## src/rtl/irq_pkg.sv

```systemverilog
// Shared constants for the interrupt controller: register offsets, CAUSE layout
// and MODE encoding.
package irq_pkg;

  localparam logic [3:0] IRQ_ENABLE  = 4'h0;
  localparam logic [3:0] IRQ_MODE    = 4'h4;
  localparam logic [3:0] IRQ_PENDING = 4'h8;
  localparam logic [3:0] IRQ_CAUSE   = 4'hC;

  localparam int CAUSE_VALID_BIT = 31;

  localparam logic MODE_EDGE  = 1'b1;
  localparam logic MODE_LEVEL = 1'b0;

  // irq_id width; a single-channel controller still gets a 1-bit id.
  function automatic int id_width(int n);
    return (n > 1) ? $clog2(n) : 1;
  endfunction

endpackage

```

## src/rtl/irq_controller_if.sv

```systemverilog
// Register-access bus between the core's data port and the interrupt controller.
interface irq_controller_if;

  logic        bus_sel;
  logic        bus_we;
  logic [3:0]  bus_addr;
  logic [31:0] bus_wdata;
  logic [31:0] bus_rdata;

  modport master (
    output bus_sel, bus_we, bus_addr, bus_wdata,
    input  bus_rdata
  );

  modport slave (
    input  bus_sel, bus_we, bus_addr, bus_wdata,
    output bus_rdata
  );

endinterface

```

## src/rtl/irq_sync.sv

```systemverilog
// Multi-flop synchroniser for one interrupt pin, with a delayed copy used to
// detect a synchronised 0->1 transition.
module irq_sync #(
  parameter int SYNC_STAGES = 2
) (
  input  logic clk,
  input  logic reset_n,
  input  logic irq_async,
  output logic level,
  output logic rise
);

  logic [SYNC_STAGES-1:0] sync_q;
  logic                   prev_q;

  always_ff @(posedge clk or negedge reset_n) begin
    if (!reset_n) begin
      sync_q <= '0;
      prev_q <= 1'b0;
    end else begin
      sync_q <= {sync_q[SYNC_STAGES-2:0], irq_async};
      prev_q <= sync_q[SYNC_STAGES-1];
    end
  end

  assign level = sync_q[SYNC_STAGES-1];
  assign rise  = level & ~prev_q;

endmodule

```

## src/rtl/irq_controller.sv

```systemverilog
// Maskable, prioritised interrupt controller: per-channel synchronisers, pending
// latch, register window and a registered request/id toward the core.
module irq_controller
  import irq_pkg::*;
#(
  parameter int               N_IRQ       = 8,
  parameter int               SYNC_STAGES = 2,
  parameter logic [N_IRQ-1:0] RESET_MODE  = {N_IRQ{1'b1}},
  parameter int               ID_W        = id_width(N_IRQ)
) (
  input  logic                 clk,
  input  logic                 reset_n,
  input  logic [N_IRQ-1:0]     irq_in,
  irq_controller_if.slave      bus,
  output logic                 cpu_irq,
  output logic [ID_W-1:0]      irq_id,
  input  logic                 irq_ack
);

  logic [N_IRQ-1:0] level;
  logic [N_IRQ-1:0] rise;

  for (genvar g = 0; g < N_IRQ; g++) begin : g_sync
    irq_sync #(.SYNC_STAGES(SYNC_STAGES)) u_sync (
      .clk       (clk),
      .reset_n   (reset_n),
      .irq_async (irq_in[g]),
      .level     (level[g]),
      .rise      (rise[g])
    );
  end

  logic [N_IRQ-1:0] enable_q,  enable_d;
  logic [N_IRQ-1:0] mode_q,    mode_d;
  logic [N_IRQ-1:0] pending_q, pending_d;
  logic             cpu_irq_q, cpu_irq_d;
  logic [ID_W-1:0]  irq_id_q,  irq_id_d;
  logic [31:0]      rdata_q,   rdata_d;

  logic             wr_en;
  logic             rd_en;
  logic [3:0]       reg_addr;
  logic [N_IRQ-1:0] wdata_n;
  logic [N_IRQ-1:0] w1c;
  logic [N_IRQ-1:0] mode_chg;
  logic [N_IRQ-1:0] ack_clr;
  logic [N_IRQ-1:0] active;
  logic             unused_bus;

  assign wr_en      = bus.bus_sel & bus.bus_we;
  assign rd_en      = bus.bus_sel & ~bus.bus_we;
  assign reg_addr   = {bus.bus_addr[3:2], 2'b00};
  assign wdata_n    = bus.bus_wdata[N_IRQ-1:0];
  assign unused_bus = ^{bus.bus_addr[1:0], bus.bus_wdata};

  always_comb begin
    enable_d = enable_q;
    mode_d   = mode_q;
    w1c      = '0;
    mode_chg = '0;
    if (wr_en) begin
      case (reg_addr)
        IRQ_ENABLE:  enable_d = wdata_n;
        IRQ_MODE: begin
          mode_d   = wdata_n;
          mode_chg = mode_q ^ wdata_n;
        end
        IRQ_PENDING: w1c = wdata_n;
        default: ;
      endcase
    end
  end

  always_comb begin
    ack_clr = '0;
    if (irq_ack && cpu_irq_q) begin
      ack_clr[irq_id_q] = 1'b1;
    end
  end

  // A rise in the same cycle as a W1C/ack wins so no edge is lost.
  always_comb begin
    pending_d = pending_q;
    for (int i = 0; i < N_IRQ; i++) begin
      if (mode_q[i] == MODE_EDGE) begin
        pending_d[i] = rise[i] | (pending_q[i] & ~(w1c[i] | ack_clr[i]));
      end else begin
        pending_d[i] = level[i];
      end
      if (mode_chg[i]) begin
        pending_d[i] = 1'b0;
      end
    end
  end

  assign active = pending_q & enable_q;

  always_comb begin
    cpu_irq_d = |active;
    irq_id_d  = '0;
    for (int i = N_IRQ - 1; i >= 0; i--) begin
      if (active[i]) begin
        irq_id_d = ID_W'(i);
      end
    end
  end

  always_comb begin
    rdata_d = rdata_q;
    if (rd_en) begin
      rdata_d = '0;
      case (reg_addr)
        IRQ_ENABLE:  rdata_d[N_IRQ-1:0] = enable_q;
        IRQ_MODE:    rdata_d[N_IRQ-1:0] = mode_q;
        IRQ_PENDING: rdata_d[N_IRQ-1:0] = pending_q;
        IRQ_CAUSE: begin
          rdata_d[CAUSE_VALID_BIT] = cpu_irq_q;
          rdata_d[ID_W-1:0]        = irq_id_q;
        end
        default: ;
      endcase
    end
  end

  always_ff @(posedge clk or negedge reset_n) begin
    if (!reset_n) begin
      enable_q  <= '0;
      mode_q    <= RESET_MODE;
      pending_q <= '0;
      cpu_irq_q <= 1'b0;
      irq_id_q  <= '0;
      rdata_q   <= '0;
    end else begin
      enable_q  <= enable_d;
      mode_q    <= mode_d;
      pending_q <= pending_d;
      cpu_irq_q <= cpu_irq_d;
      irq_id_q  <= irq_id_d;
      rdata_q   <= rdata_d;
    end
  end

  assign cpu_irq       = cpu_irq_q;
  assign irq_id        = irq_id_q;
  assign bus.bus_rdata = rdata_q;

endmodule

```

## src/flat_wrapper.sv

```systemverilog
// flat-port wrapper written by rule: the top's interface ports become plain ports
module irq_controller_flat import irq_pkg::*;
#(
  parameter int               N_IRQ       = 8,
  parameter int               SYNC_STAGES = 2,
  parameter logic [N_IRQ-1:0] RESET_MODE  = {N_IRQ{1'b1}},
  parameter int               ID_W        = id_width(N_IRQ)
)
  (clk, reset_n, irq_in, cpu_irq, irq_id, irq_ack, bus_bus_sel, bus_bus_we, bus_bus_addr, bus_bus_wdata, bus_bus_rdata);
  irq_controller_if bus_i ();
  input  logic clk;
  input  logic reset_n;
  input  logic [N_IRQ-1:0] irq_in;
  output logic cpu_irq;
  output logic [ID_W-1:0] irq_id;
  input  logic irq_ack;
  input wire logic [$bits(bus_i.bus_sel)-1:0] bus_bus_sel;
  input wire logic [$bits(bus_i.bus_we)-1:0] bus_bus_we;
  input wire logic [$bits(bus_i.bus_addr)-1:0] bus_bus_addr;
  input wire logic [$bits(bus_i.bus_wdata)-1:0] bus_bus_wdata;
  output wire logic [$bits(bus_i.bus_rdata)-1:0] bus_bus_rdata;
  assign bus_i.bus_sel = bus_bus_sel;
  assign bus_i.bus_we = bus_bus_we;
  assign bus_i.bus_addr = bus_bus_addr;
  assign bus_i.bus_wdata = bus_bus_wdata;
  assign bus_bus_rdata = bus_i.bus_rdata;
  irq_controller #(.N_IRQ(N_IRQ), .SYNC_STAGES(SYNC_STAGES), .RESET_MODE(RESET_MODE), .ID_W(ID_W)) u_core (.clk(clk), .reset_n(reset_n), .irq_in(irq_in), .bus(bus_i), .cpu_irq(cpu_irq), .irq_id(irq_id), .irq_ack(irq_ack));
endmodule
```

## config.mk

```make
export PLATFORM = sky130hd
export DESIGN_NAME = irq_controller_flat
export DESIGN_NICKNAME = d
export VERILOG_FILES = /design/src/rtl/irq_pkg.sv /design/src/rtl/irq_controller_if.sv /design/src/rtl/irq_sync.sv /design/src/rtl/irq_controller.sv /design/src/flat_wrapper.sv
export SDC_FILE = /design/constraint.sdc
export NUM_CORES = 1
export LEC_CHECK = 0
export BUFFER_PORTS_ARGS = -buffer_cell sky130_fd_sc_hd__buf_4
export CORE_AREA = 2 2 72 87
export CTS_CLUSTER_SIZE = 20
export DETAILED_ROUTE_END_ITERATION = 12
export DIE_AREA = 0 0 74 89
export PLACE_DENSITY = 0.81
export SLEW_MARGIN = 0
export SYNTH_ARGS = -nofsm -noshare
export SYNTH_HDL_FRONTEND = slang
export SYNTH_HIERARCHICAL = 1
export SYNTH_SLANG_ARGS = --single-unit
export TNS_END_PERCENT = 1
```

## constraint.sdc

```tcl
create_clock -name clk -period 3.6 [get_ports clk]
set_input_delay 0.72 -clock clk [delete_from_list [all_inputs] [get_ports clk]]
set_output_delay 0.72 -clock clk [all_outputs]
set_load 0.005 [all_outputs]
```

Word-level counts from Yosys, hierarchy flattened
Cells that the tools add are included.
- $add $sub $neg: 0
- multiply operators: 0
- div/mod/pow operators: 0
- magnitude comparators: 2
- equal/unequal tests: 3
- shifts and indexed selects: 0
- muxes and demuxes: 34
- bitwise logic cells: 53
- reduce and logical (&&, ||, !) cells: 6
- operators with widths (operator ; count):
    8-bit two-way mux ; 5
    3-bit two-way mux ; 8
    1-bit bitwise AND ; 18
    1-bit two-way mux ; 18
    1-bit inverter ; 17
    1-bit OR ; 16
    5-bit one-hot mux with 3 select lines ; 1
    3-bit one-hot mux with 4 select lines ; 1
    8-bit bitwise AND ; 1
    8-bit OR reduction ; 1
    8-bit bitwise XOR ; 1
    2-bit equality test, second input constant ; 2
    4-bit logical NOT ; 1
    3-bit by 4-bit < comparator with 1-bit output, second input constant ; 1
    2-bit AND reduction ; 2
    1-bit demux with 3-bit select ; 1
    3-bit by 1-bit greater-or-equal comparator with 1-bit output, second input constant ; 1
    2-bit by 1-bit equality test with 1-bit output, second input constant ; 1
    1-bit logical AND ; 2
- register bits after elaboration: 61
- bits in latches: 0
- RAM bits: 0
- ROM bits: 0
- bits of input ports: 49
- output and inout port bits: 36
- logic and storage cells: 120
- memories: 0

Longest topological paths before layout
- depth in word-level cells: 11
- mapped depth: 5
- mapped depth without buffers: 4

By module
Netlist, hierarchy kept.
- by module, submodules not included (module ; instances ; cells an instance ; area each (sq um)):
    irq_controller ; 1 ; 215 ; 2090.8
    irq_sync ; 8 ; 4 ; 88.8

Worst setup path before layout
OpenSTA, ideal clock, no wires.
- kind: input to register
- start point: input bus_bus_addr[3]
- end point: register u_core.rdata_q[2] (netlist: u_core/bus.bus_rdata[2])
- library setup time: 0.125 ns
- arrival time: 1.601 ns
- required time: 3.475 ns
- setup slack: 1.875 ns
- cell stages on the path: 3
- path buffers: 1
- path through: buf_6 > mux4_2 > mux2_2
- longest elaborated chain between the ends: 2
- elaborated cells between the ends (all ways): 5
- classes of those cells: eq/ne: 3; mux: 1; reduce/logical: 1
- RTL lines (item ; RTL line ; text):
    from (decl) ; flat_wrapper.sv:19 ; input wire logic [$bits(bus_i.bus_addr)-1:0] bus_bus_addr;
    2-bit equality test (tied with other cells) ; irq_controller.sv:112 ; case (reg_addr)
    3-bit one-hot mux with 4 select lines * ; irq_controller.sv:112 ;
    to (signal assigned) ; irq_controller.sv:139 ; rdata_q <= rdata_d;
    to (decl) ; irq_controller.sv:38 ; logic [31:0] rdata_q, rdata_d;
Mark *: on every way between the ends. The rest lies on a longest branch, timed or not.
A chain may end at the register's enable or synchronous reset.

Final worst setup path
- start point: input bus_bus_addr[3]
- end point: register u_core.pending_q[7]
- longest elaborated chain between the ends: 9
- elaborated cells between the ends (all ways): 12
- classes of those cells: eq/ne: 2; mux: 6; bitwise: 4
- RTL lines (item ; RTL line ; text):
    2-bit equality test ; irq_controller.sv:62 ; case (reg_addr)
    8-bit two-way mux ; irq_controller.sv:62 ;
    8-bit two-way mux ; irq_controller.sv:61 ; if (wr_en) begin
    1-bit OR ; irq_controller.sv:86 ; pending_d[i] = rise[i] | (pending_q[i] & ~(w1c[i] | ack_clr[i]));
    1-bit inverter ; irq_controller.sv:86 ;
    1-bit bitwise AND ; irq_controller.sv:86 ;
    1-bit OR ; irq_controller.sv:86 ;
    1-bit two-way mux ; irq_controller.sv:85 ; if (mode_q[i] == MODE_EDGE) begin
    1-bit two-way mux * ; irq_controller.sv:90 ; if (mode_chg[i]) begin
    via u_core.pending_d[7] ; irq_controller.sv:35 ; logic [N_IRQ-1:0] pending_q, pending_d;
    to (signal assigned) ; irq_controller.sv:136 ; pending_q <= pending_d;
    to (decl) ; irq_controller.sv:35 ;
The timed path passes the listed nets; every way through them passes the cells marked *.

==> metrics.md <==
| Metric | Value |
|---|---|
| Synth area leaders | dfrtp_1 47%, dfstp_2 7.5%, buf_4 6.4%, nand2_1 5.8%, mux2_2 4.4% |
| Initial DRC Count | 180 |
| Postcts setup bufs | 0 |
| Crit start category | input pin |
| Antenna-violating nets left | 0 |
| Number of synthesized flops with an enable pin | 0 |
| Post-synth cell types | 33 |
| Die width | 74 um |
| Synth Instances | 247 |
| Yosys reg bits | about 60 |
| Max Fanout on Critical Path | 13 |
| Area added between synthesis and finish | 14.5% |
| Final core utilization | 56.6% |
| Max Cap Violations | 0 |
| CTS max path bufs | 2 |
| Full die area | 0.00659 sq mm |
| Inst Count DP | about 360 |
| Sequential share of the synthesized area | between 50% and 60% |
| Final worst slack | 1.48 ns |
| CP Class | in -> reg |
| Final setup skew | 0.00614 ns |
| Share of cells above drive strength 1 | 28.2% |
| Post-DP HPWL | roughly 3.6 mm |
| Vias in the first global route | ~1800 |
| Status | complete, no violations |
| Final WL | 5.21 mm |
| Area leader, netlist | dfrtp_1 |
| Max transition margin | 47.0% |
| Synth Cell Area | 0.00280 sq mm |
| Fmax | 471 MHz |
| Via count | 1900 |
| Clk slew on worst S/H paths | 0.06 ns |
| Worst EP required | 3.81 ns |
| Root Driver | clkbuf_8 |
| Yosys top cell area share | 47.3% |
| Initial antenna violation count | 0 |
| Aggregate global routing overflow | 0 |
| Worst slack, placed | 1.12 ns |
| YS warnings | 6 |
| Adder-Cell Fraction of Synth Area | 0% |
| Nets | 335 |
| Fraction of registers with async set/reset | 100% |
| Setup TNS Final | 0 ns |
| Die Y | between 80 and 90 um |
| Pre-antenna DRT Iters | 4 |
| Worst-Margin Slew | roughly 0.79 ns |
| Hold Crit Class | reg -> reg |
| Avg Inst Size Synth | around 11 sq um |
| Hold buffers post-CTS | 0 |
| Largest stage delay on the critical path | 0.65 ns |
| Crit path cell chain | buf_4 -> and2b_4 -> nor2b_1 -> nand2_1 -> a32o_1 |
| Cell Pwr Density | 594 mW/mm^2 |
| CTS buffer count | 9 |
| Port bufs | 35 |
| Placer Congestion | 0.869 |
| Leak | around 1.5 nW |
| Largest net degree at the start of global routing | 62 |
| RSZ-0062 raised after global routing | no |
| Max VDD drop | about 0.26 mV |
| Top-count cell post-synth | dfrtp_1 |
| Final min period | 2.12 ns |
| Worst Path Arrival | between 2 and 2.5 ns |
| Cts repair resizes | 0 |
| CTS Sinks | 61 |
| Ant diodes | 0 |
| H-Tree Depth | 3 |
| Initial Util | about half |
| Final setup viols | 0 |
| DRC viols | 0 |
| Top_reg_cell synth | dfrtp_1 |
| Vias/cell | 5.12 |
| CP endpoint kind | flop |
| Compound-Gate Fraction of Synth Area | between 10% and 20% |
| Total core area | 0.00567 sq mm |
| XOR/XNOR Fraction of Synth Area | 0% |
| Standard-cell rows | 30 |
| All-Layer GR Usage | between 10% and 20% |
| Hold_ws | 0.347 ns |
| Period utilization | 58.9% |
| Post-route insts no fill | 371 |
| Simple-Gate Fraction of Synth Area | 16.4% |
| First-pass GRT wire length | 8.35 mm |
| Synth cell count leaders | 53 x dfrtp_1, 43 x nand2_1, 24 x buf_4 |
| Critical Path Slowest Stage Cell | nor2b_1 |
| DR WL/cell | 14.1 um |
| Clk Latency, worst-skew pair | 0.33 ns |
| Final Hold Viols | 0 |
| Proportion of synthesized area in mux cells | between 8 and 9% |
| Final slew viol count | 0 |
| CTS tree | done |
| Io pins | 85 |
| Largest family of logic cells by synthesized area | simple AND/OR/NAND/NOR gates |
## report_power, final
group	internal [W]	switching (W)
registers	0.000828	0.000115
logic	0.000226	0.000197
clock network	0.000284	0.000255
total	0.00134	0.000567
## placed cells by master (no fill, tap or decap), drive strengths merged, types with 2 or more instances in the layout
| cell type | count |
|---|---|
| a21o | 3 |
| dfstp | 8 |
| nand2b | 4 |
| nor4 | 2 |
| mux2i | 5 |
| inv | 13 |
| nand2 | 43 |
| clkbuf | 12 |
| a31oi | 5 |
| nor2b | 9 |
| a32o | 9 |
| nand3 | 5 |
| nor2 | 9 |
| conb | 23 |
| mux4 | 3 |
| o21ai | 19 |
| a22oi | 2 |
| dfrtp | 53 |
| mux2 | 11 |
| a21oi | 6 |
| buf | 35 |
| clkinv | 3 |
## cell type report
| type | instances | area [sq um] |
|---|---|---|
| tap | 80 | 100 |
| multi-input combinational | 166 | 1080 |
| clock inverter | 4 | 22.5 |
| clock buffer | 12 | 155 |
| fill | 506 | 2460 |
| sequential | 61 | 1540 |
| inverter | 13 | 48.8 |
| timing repair buffer | 35 | 263 |
## final timing paths
kind | from | endpoint | slack (ns) | cells after the start
max | bus_bus_addr[3] | u_core/pending_q[7] | 1.48 | 5
min | u_core/g_sync[3].u_sync/sync_q[0] | u_core/g_sync[3].u_sync/sync_q[1] | 0.35 | 0
max reg2reg | u_core/irq_id[1] | u_core/pending_q[5] | 2.18 | 4
min reg2reg | u_core/g_sync[3].u_sync/sync_q[0] | u_core/g_sync[3].u_sync/sync_q[1] | 0.35 | 0
max in group asynchronous | reset_n | u_core/bus.bus_rdata[3] | 2.65 | 1
min in group asynchronous | reset_n | u_core/g_sync[3].u_sync/sync_q[0] | 0.46 | 1
## metrics by stage
stage / total power (W) / instance area, sq um
final: 0.00190 / 3210
after floorplan: 0.00120 / 2880
after global placement: 0.00136 / 3030
after detailed placement: 0.00138 / 3030
after global routing: 0.00202 / 3210
after CTS: 0.00192 / 3210
## critical path: cells and delay by family
family                 cells  cell delay, ns
AND/OR/NAND/NOR            3            1.12
AO/OA/AOI/OAI              1            0.30
buffers and inverters      1            0.18
## kinds of logic (layout without fill, tap and decap cells)
kind of cell	Yosys count	in the layout
simple gates	79	79
flops	61	61
compound gates	45	45
buf+inv	42	64
mux	19	19
other cells	1	23
## per-layer routing
layer | global-route usage, % | up-vias | share of wire, %
met2 | 27.7 | 61 | 49
met1 | 20.8 | 944 | 43
met5 | 0 | - | 0
li1 | - | 884 | -
met4 | 9.75 | 0 | 2.3
met3 | 5.52 | 11 | 6.1
## state kept, by name, summed over array words and instances (netlist names)
signal	cells
u_core/irq_id	3
u_core/pending_q	8
u_core/g_sync.u_sync/sync_q	16
u_core/bus.bus_rdata	9
u_core/cpu_irq	1
u_core/g_sync.u_sync/prev_q	8
u_core/enable_q	8
u_core/mode_q	8
No activity file was read; power rests on OpenSTA's default activity.
